## src/rtl/cpu_ctrl_pkg.sv

```systemverilog
// Shared definitions for the hardwired control sequencer: state encoding,
// opcode values, IR field positions and the opcode-to-group classifier.
package cpu_ctrl_pkg;

    localparam int OP_W        = 5;
    localparam int REG_FIELD_W = 4;

    localparam int OP_LSB = 27;
    localparam int RA_LSB = 23;
    localparam int RB_LSB = 19;
    localparam int RC_LSB = 15;

    typedef enum logic [3:0] {
        S_IDLE,
        S_T0,
        S_T1,
        S_T2,
        S_T3,
        S_T4,
        S_T5,
        S_T6,
        S_HALT
    } state_t;

    localparam logic [OP_W-1:0] OP_ADD  = 5'b00011;
    localparam logic [OP_W-1:0] OP_SUB  = 5'b00100;
    localparam logic [OP_W-1:0] OP_AND  = 5'b00101;
    localparam logic [OP_W-1:0] OP_OR   = 5'b00110;
    localparam logic [OP_W-1:0] OP_SHR  = 5'b00111;
    localparam logic [OP_W-1:0] OP_SHL  = 5'b01000;
    localparam logic [OP_W-1:0] OP_ROR  = 5'b01001;
    localparam logic [OP_W-1:0] OP_ROL  = 5'b01010;
    localparam logic [OP_W-1:0] OP_MUL  = 5'b01111;
    localparam logic [OP_W-1:0] OP_DIV  = 5'b10000;
    localparam logic [OP_W-1:0] OP_NEG  = 5'b10001;
    localparam logic [OP_W-1:0] OP_NOT  = 5'b10010;
    localparam logic [OP_W-1:0] OP_NOP  = 5'b11010;
    localparam logic [OP_W-1:0] OP_HALT = 5'b11011;

    // Instructions sharing an execute sequence; undefined opcodes behave as NOP.
    typedef enum logic [2:0] {
        CLS_ALU,
        CLS_UNARY,
        CLS_MULDIV,
        CLS_HALT,
        CLS_NOP
    } op_class_t;

    function automatic op_class_t classify(input logic [OP_W-1:0] op);
        case (op)
            OP_ADD, OP_SUB, OP_AND, OP_OR,
            OP_SHR, OP_SHL, OP_ROR, OP_ROL: classify = CLS_ALU;
            OP_NEG, OP_NOT:                 classify = CLS_UNARY;
            OP_MUL, OP_DIV:                 classify = CLS_MULDIV;
            OP_HALT:                        classify = CLS_HALT;
            default:                        classify = CLS_NOP;
        endcase
    endfunction

endpackage

```

## src/rtl/reg_select_decoder.sv

```systemverilog
// One-hot register select: drives exactly one enable for the chosen register
// when en is high, otherwise all zero.
module reg_select_decoder #(
    parameter int NUM_REGS = 16,
    parameter int SEL_W    = $clog2(NUM_REGS)
) (
    input  logic                en,
    input  logic [SEL_W-1:0]    sel,
    output logic [NUM_REGS-1:0] onehot
);

    always_comb begin
        onehot = '0;
        if (en) begin
            onehot[sel] = 1'b1;
        end
    end

endmodule

```

## src/rtl/control_sequencer.sv

```systemverilog
// Hardwired Moore control unit: fetch (T0-T2) and execute (T3-T6) strobes
// decoded from the state register and the datapath IR.
module control_sequencer
    import cpu_ctrl_pkg::*;
#(
    parameter int NUM_REGS = 16,
    parameter int OPW      = 5
) (
    input  logic                clock,
    input  logic                clear,
    input  logic                run,
    input  logic [31:0]         ir,
    input  logic                mem_rdy,
    output logic [NUM_REGS-1:0] Rin,
    output logic [NUM_REGS-1:0] Rout,
    output logic                PCout,
    output logic                PCin,
    output logic                incPC,
    output logic                MARin,
    output logic                MDRin,
    output logic                MDRout,
    output logic                read,
    output logic                IRin,
    output logic                Yin,
    output logic                Zin,
    output logic                ZLowOut,
    output logic                ZHighOut,
    output logic                HIin,
    output logic                LOin,
    output logic [OPW-1:0]      opcode,
    output logic                halted
);

    state_t                 state_q, state_d;
    op_class_t              op_class;
    logic [OPW-1:0]         op;
    logic [REG_FIELD_W-1:0] ra, rb, rc;
    logic [REG_FIELD_W-1:0] rin_sel, rout_sel;
    logic                   rin_en, rout_en;
    state_t                 end_state;
    logic                   ir_unused;

    assign op        = ir[OP_LSB +: OPW];
    assign ra        = ir[RA_LSB +: REG_FIELD_W];
    assign rb        = ir[RB_LSB +: REG_FIELD_W];
    assign rc        = ir[RC_LSB +: REG_FIELD_W];
    assign ir_unused = ^ir[RC_LSB-1:0];
    assign op_class  = classify(op);
    // run is only consulted here and in IDLE, so a running instruction always completes.
    assign end_state = run ? S_T0 : S_IDLE;

    // NOTE: only the state register is reset; every output is decoded from it,
    // so asserting clear zeroes all strobes without waiting for a clock edge.
    // NOTE: sequential state uses non-blocking assignment so every flop samples
    // pre-edge values regardless of block ordering.
    always_ff @(posedge clock or posedge clear) begin
        if (clear) begin
            state_q <= S_IDLE;
        end else begin
            state_q <= state_d;
        end
    end

    // NOTE: every signal driven here gets a default first, so no path can
    // leave one unassigned and infer a latch.
    always_comb begin
        state_d  = state_q;
        rin_en   = 1'b0;
        rin_sel  = '0;
        rout_en  = 1'b0;
        rout_sel = '0;
        PCout    = 1'b0;
        PCin     = 1'b0;
        incPC    = 1'b0;
        MARin    = 1'b0;
        MDRin    = 1'b0;
        MDRout   = 1'b0;
        read     = 1'b0;
        IRin     = 1'b0;
        Yin      = 1'b0;
        Zin      = 1'b0;
        ZLowOut  = 1'b0;
        ZHighOut = 1'b0;
        HIin     = 1'b0;
        LOin     = 1'b0;
        opcode   = '0;
        halted   = 1'b0;

        case (state_q)
            S_IDLE: if (run) state_d = S_T0;
            S_T0: begin
                PCout   = 1'b1;
                MARin   = 1'b1;
                incPC   = 1'b1;
                Zin     = 1'b1;
                state_d = S_T1;
            end
            // Held while memory is busy; re-loading PC+1 each cycle is harmless.
            S_T1: begin
                ZLowOut = 1'b1;
                PCin    = 1'b1;
                read    = 1'b1;
                MDRin   = 1'b1;
                if (mem_rdy) state_d = S_T2;
            end
            S_T2: begin
                MDRout  = 1'b1;
                IRin    = 1'b1;
                state_d = S_T3;
            end
            S_T3: begin
                case (op_class)
                    CLS_ALU: begin
                        rout_en  = 1'b1;
                        rout_sel = rb;
                        Yin      = 1'b1;
                        state_d  = S_T4;
                    end
                    CLS_UNARY: begin
                        rout_en  = 1'b1;
                        rout_sel = rb;
                        Zin      = 1'b1;
                        opcode   = op;
                        state_d  = S_T4;
                    end
                    CLS_MULDIV: begin
                        rout_en  = 1'b1;
                        rout_sel = ra;
                        Yin      = 1'b1;
                        state_d  = S_T4;
                    end
                    CLS_HALT: state_d = S_HALT;
                    default:  state_d = end_state;
                endcase
            end
            S_T4: begin
                case (op_class)
                    CLS_ALU, CLS_MULDIV: begin
                        rout_en  = 1'b1;
                        rout_sel = (op_class == CLS_ALU) ? rc : rb;
                        Zin      = 1'b1;
                        opcode   = op;
                        state_d  = S_T5;
                    end
                    CLS_UNARY: begin
                        ZLowOut = 1'b1;
                        rin_en  = 1'b1;
                        rin_sel = ra;
                        state_d = end_state;
                    end
                    default: state_d = S_IDLE;
                endcase
            end
            S_T5: begin
                case (op_class)
                    CLS_ALU: begin
                        ZLowOut = 1'b1;
                        rin_en  = 1'b1;
                        rin_sel = ra;
                        state_d = end_state;
                    end
                    CLS_MULDIV: begin
                        ZLowOut = 1'b1;
                        LOin    = 1'b1;
                        state_d = S_T6;
                    end
                    default: state_d = S_IDLE;
                endcase
            end
            S_T6: begin
                ZHighOut = 1'b1;
                HIin     = 1'b1;
                state_d  = end_state;
            end
            S_HALT:  halted  = 1'b1;
            default: state_d = S_IDLE;
        endcase
    end

    reg_select_decoder #(.NUM_REGS(NUM_REGS)) u_rin_dec (
        .en     (rin_en),
        .sel    (rin_sel),
        .onehot (Rin)
    );

    reg_select_decoder #(.NUM_REGS(NUM_REGS)) u_rout_dec (
        .en     (rout_en),
        .sel    (rout_sel),
        .onehot (Rout)
    );

endmodule

```

## config.mk

```make
export PLATFORM = sky130hd
export DESIGN_NAME = control_sequencer
export DESIGN_NICKNAME = d
export VERILOG_FILES = /design/src/rtl/cpu_ctrl_pkg.sv /design/src/rtl/reg_select_decoder.sv /design/src/rtl/control_sequencer.sv
export SDC_FILE = /design/constraint.sdc
export NUM_CORES = 1
export LEC_CHECK = 0
export ABC_AREA = 1
export BUFFER_PORTS_ARGS = -buffer_cell sky130_fd_sc_hd__buf_2
export CORE_UTILIZATION = 39
export DETAILED_ROUTE_END_ITERATION = 6
export GPL_TIMING_DRIVEN = 0
export HOLD_SLACK_MARGIN = 0.05
export PLACE_DENSITY = 0.81
export SLEW_MARGIN = 20
export SYNTH_ARGS = -nofsm -noshare
export SYNTH_HDL_FRONTEND = slang
export SYNTH_SLANG_ARGS = --single-unit
```

## constraint.sdc

```tcl
create_clock -name clock -period 3.1 [get_ports clock]
set_input_delay 0.62 -clock clock [delete_from_list [all_inputs] [get_ports clock]]
set_output_delay 0.62 -clock clock [all_outputs]
set_load 0.1 [all_outputs]
```

==> results.txt, run 1 <==
The count of warnings emitted by yosys was 0; the number of enable flip-flop cells after synthesis was 0. Counting the buffers created by CTS gives 3. The logs give 1077 um2 for the cell area after synthesis and 0.8238 for the routability congestion estimate. After the last repair the worst path ends at a primary output. During I/O placement, the number of pins put on the boundary was 88.

The HPWL after detailed placement is 2645 um. The worst endpoint after global-route timing repair was Rout[9]. In this run the mean area of a mapped cell was 5.130 um2. The flow stopped in global routing (5_1_grt). The run stopped with a tool error. CTS placed an instance of clkbuf_4 at the clock tree root.

The overall die width works out to 54.56 um. The synthesized design spends more area on one cell type than any other, namely nand2_1. The tool reported: "[ERROR DPL-0038] Utilization greater than 100%, impossible to legalize".

The placement-stage cell area is 1563 um2, and the number of distinct library cell variants in the gate-level netlist after synthesis is 23. Entering global routing, the biggest net connects 10 pins. Ranked by total cell area, the synthesized netlist is headed by nand2_1 (17%), nor2_1 (17%), nand3_1 (12%), inv_1 (9.8%), dfrtp_1 (9.3%). The tools report the sequential-to-total area share from yosys stat as 0.09292. Counting flops and latches in the post-synthesis netlist gives 4. The clock passes through at most 2 buffers. The tools report the initial core utilization as 0.4233. Row generation in the floorplan step produced 18 rows.

By count the netlist is led by nand2_1 (50), nor2_1 (50), inv_1 (28). Clock tree synthesis found a total of 4 sinks. For the number of cells after detailed placement, the log shows 312. The share of synthesized registers carrying an async set or reset was 1.000; the number of buffers inserted by hold repair at cts was 0. For this run, the leading register cell type out of synthesis is dfrtp_1. The gate count after technology mapping is 210, and the die extent in y is 54.56 um. During placement, the flow inserted port buffers numbering 72.

The H-tree level count was 1; the synthesized net count was 249. The area share of the largest cell type after synthesis came out at 0.1742.
-- through the flow --
step	setup TNS [ps]	util	worst slack, ps	hold slack [ps]
after CTS	0	0.7424	6.259	249.7
after floorplan	-16860	-	-658.3	386.1
after detailed placement	-8621	0.6141	-282.3	502.9
after global placement	-7483	0.6141	-254.3	502.0
-- timing repair --
| action | 4_1_cts |
|---|---|
| cloned | 1 |
| resized for setup | 91 |
| buffers inserted | 1 |
| endpoints found under the hold margin | 0 |
| pin swaps | 4 |
| endpoints found under the setup margin | 38 |
-- cell families after synthesis --
| kind of cell | count (synthesis) | synth area share |
|---|---|---|
| adder cells (fa/ha/maj) | 3 | 0.03485 |
| AO/OA/AOI/OAI | 10 | 0.05575 |
| buffers and inverters | 41 | 0.1707 |
| AND/OR/NAND/NOR | 152 | 0.6458 |
| flip-flops | 4 | 0.09292 |
==> inputs of run 2 (changes only) <==
- CORE_AREA: not set -> 2 2 63 65
- CORE_UTILIZATION: 39 -> not set
- DIE_AREA: not set -> 0 0 65 67
- HOLD_SLACK_MARGIN: 0.05 -> not set
- PLACE_DENSITY: 0.81 -> not set
- PLACE_DENSITY_LB_ADDON: not set -> 0.15
==> results.txt, run 2 <==
The run finished, with violations left. The checks that failed: setup timing. The number of buffers inserted by port buffering came out at 72 (unchanged).

STA classifies the critical path endpoint as an output pin. The number of distinct library cell variants in the gate-level netlist after synthesis was 23 (unchanged). For the portion of total power attributed to sequential cells, the log shows 0.064.

The routability congestion estimate is 0.8019 (-2.7%), and the number of top-level pins is 88 (unchanged). The tools report the number of failing hold endpoints at the final stage as 0. The global-route total usage across every layer is 0.1741. Fraction of synthesized area in multiplexers: 0 (unchanged). The share of synthesized registers carrying an async set or reset was 1.000 (unchanged); the area fraction in and, or, nand and nor cells after synthesis was 0.6458 (unchanged). The logs give 1 (unchanged) for the H-tree level count and 317.8 MHz for the upper clock frequency limit. The worst slew slack as a fraction of its limit was 0.5393; the total net switching power was 0.0009525 W. The tools report the maximum number of pins on one net before global-route repair as 10. The pre-antenna-repair detailed-routing pass consisted of 4 iterations. 0 antenna diodes ended up in the layout. Across the VDD grid, the largest voltage drop is 0.5138 mV. For this run the aggregate overflow at the end of global routing stands at 0.

The placement-stage cell area came out at 1585 um2 (+1.4%). The register with the most flip-flops in the layout has 4 of them. The area share of the largest cell type after synthesis works out to 0.1742 (unchanged).

Along the worst path, the maximum fanout reaches 5. The relative contribution of the clock network to total power is 0.083. Setup violations remaining at the end of the flow were counted as 5.

For the minimum setup slack among reg-to-reg paths, the log shows 1340 ps. Via count of the first global-routing pass: 1491. The run gives 22 (+4) as the count of standard-cell rows. The share of synthesized cell area in full adder, half adder and majority cells is 0.03484 (unchanged). In the final routed layout, each cell accounts on average for 13.30 um. The post-layout worst setup margin is -46.58 ps. The leading cell type in the layout, fill and taps excluded is buf_2. The main combinational cell family by area after synthesis was simple AND/OR/NAND/NOR gates.

By startpoint and endpoint, the worst setup path is classified as input pin to output pin. In this run the critical register-to-register path is launched from state_q[3]. The fraction of power spent switching nets is 0.6974, and the clock skew after layout is 2.775 ps. Overall die width: 65 um (+19%). The register with the most flip-flops in the final layout is state_q. Summing all non-filler instances in the final layout gives an area of 2691 um2.

The run gives 0.853 as the share of total power in combinational logic. Detailed routing inserted a total of 1646 vias. In this run the critical register-to-register path is captured at state_q[0]. The tools report the number of pins exceeding their max-slew limit in the final report as 0. The kind of path behind the tightest hold check was input pin to asynchronous set/reset pin. The largest area contributor in the netlist is nand2_1.

In this run the power density over the cells is 507.5 nW/um2. Setup repair after global routing could not meet its margin everywhere. In the synthesized netlist the dominant register cell turns out to be dfrtp_1.

The number of enable flip-flop cells after synthesis came out at 0 (unchanged). The synthesis-stage register bit count was 4 (unchanged); the clock buffer count from CTS was 3 (unchanged). Sequential-to-total area share from yosys stat: 0.09292 (unchanged). The static leakage is 1.145 nW. The fraction of final layout cells with drive strength greater than 1 was 0.6803; the cell area after synthesis was 1077 um2 (unchanged). Hold timing on the final database bottoms out at a slack of 274.1 ps. Time the final worst path needs with I/O delays and setup: 3147 ps. Met1 demand-to-capacity share in global routing: 0.2054.

The type of element launching the critical path is an input pin. Clock-pin slew was measured on the worst setup and hold paths at 30 ps. The final layout contains routed wiring with a total length of 4549 um. In this run the clock root is driven by a clkbuf_8.

The clock latency at the later pin of the worst-skew pair is 220 ps, and the count of max-cap constraint violations is 0. The arrival time reported for the critical path endpoint is 2530 ps. For this block, the initial DRC count from the detailed router was 86. Gate count after technology mapping: 210 (unchanged). The fraction of the mapped netlist area in compound gates is 0.05575 (unchanged), and the initial antenna violation count is 0. The tools report the number of cells after detailed placement as 330 (+5.8%). The run gives 0.3235 as the met2 demand-to-capacity share in global routing. The filler cell count in the final layout is 278. Parity-gate share of the synthesized area counting xor and xnor cells: 0 (unchanged). Setup slack after placement: -285.2 ps (-2.990 ps). The largest registers in the layout are state_q x4.

For the internal cell power, the log shows 0.0004133 W. The per-cell via count in the routed design was 4.813; the area of all sequential standard cells was 100.1 um2. The first-pass GRT wire length was 6168 um; the die extent in y was 67 um (+23%). The synthesized net count came out at 249 (unchanged). The logic depth of the worst register-to-register path is 7, and the met3 demand-to-capacity share in global routing is 0.01689. The layer flagged by global routing as most heavily used is met2. The multi-input combinational cells in the finished layout cover a total of 1399 um2. The run gives 2 (unchanged) as the deepest clock path buffer count. STA puts the critical path data required time at 2480 ps. In the routed design, unresolved DRC markers number 0. The library cells used most frequently in the layout, excluding fill and tap cells, are buf_2 (33), nor2_4 (27), inv_1 (25), nand2_1 (23), buf_12 (22). The floorplan step defined a die boundary enclosing 4355 um2. For the count of warnings emitted by yosys, the log shows 0 (unchanged).

The mean instance size in the synthesized netlist is 5.130 um2 (unchanged), and the antenna violation net count after detailed routing is 0. After the last flow step, the layout net total stands at 335. The clock net sink count was 4 (unchanged); the final instance count without filler cells was 342. The actual transition at the worst max-transition pin is 688.4 ps.

The run gives 2839 um (+7.3%) as the post-DP HPWL. By count the netlist is led by nand2_1 (50), nor2_1 (50), inv_1 (28). The run gives 0.2988 (-0.1246) as the initial core utilization.

TritonCTS built the clock tree. The floorplan step defined a core boundary enclosing 3606 um2. After synthesis, the cell types taking the most area are nand2_1 (17%), nor2_1 (17%), nand3_1 (12%), inv_1 (9.8%), dfrtp_1 (9.3%). The design draws 0.001366 W.

The final period utilization works out to 1.015. The synthesis-to-finish area growth is 149.8%.
## run 2: per-layer routing
layer	part of all wire	wire, um	vias up
met2	0.55	2492	56
met5	0	0	-
li1	-	-	827
met4	0.013	57	0
met1	0.39	1787	759
met3	0.047	213	4
## run 2: how the worst max path moves through the flow
stage	startpoint	endpoint	slack, ps	cells past startpoint
after global placement	ir[27]	Rout[3]	-280	13
final	ir[31]	Rout[9]	-50	12
after CTS	ir[27]	Rin[8]	-4	13
after global routing	ir[31]	Rout[9]	-140	12
after detailed placement	ir[27]	Rout[3]	-290	13
after floorplan	ir[27]	Rout[0]	-660	13
## run 2: power groups by stage
stage	logic (W)	registers [W]	clock network [W]
4_1_cts	0.00104	0.0000880	0.000114
6_report	0.00116	0.0000881	0.000113
5_1_grt	0.00122	0.0000919	0.000116
3_3_place_gp	0.000996	0.0000881	0
3_5_place_dp	0.00100	0.0000887	0
2_1_floorplan	0.000868	0.0000853	0
## run 2: layout make-up
type,instances,area share
Clock buffer,3,0.01534
Timing Repair Buffer,81,0.3296
Buffer,7,0.02092
Multi-Input combinational cell,165,0.5198
Tap cell,48,0.02232
Inverter,34,0.05486
Sequential cell,4,0.03719
## run 2: timing repair
action                                  CTS  global route
cloned                                    1             0
hold buffers                              0             0
pin swaps                                11            32
endpoints found under the setup margin   38            38
setup buffers                             4             4
gates resized for setup                  95           161
## run 2: logic make-up after synthesis
kind of cell / count (synthesis)
AOI/OAI and AO/OA: 10
and+or+nand+nor: 152
buffers and inverters: 41
DFF: 4
adders and majority gates: 3
## run 2: worst max-delay path: stages
cell and delay (ps):
buf_2 150, inv_1 170, nand4_1 230, buf_4 220, a21oi_4 210, nand3_1 120
nand2_2 80, nand2_2 60, nand2_4 160, nand3_4 150, nor2_4 160, buf_12 180
## run 2: through the flow
stage,TNS (ps),utilization
after CTS,-13.58,0.5482
after global routing,-2199,0.7464
after global placement,-8680,0.4396
after detailed placement,-8791,0.4396
after floorplan,-16860,-
final,-106.7,0.7464
Power figures use the tool's default switching activity.
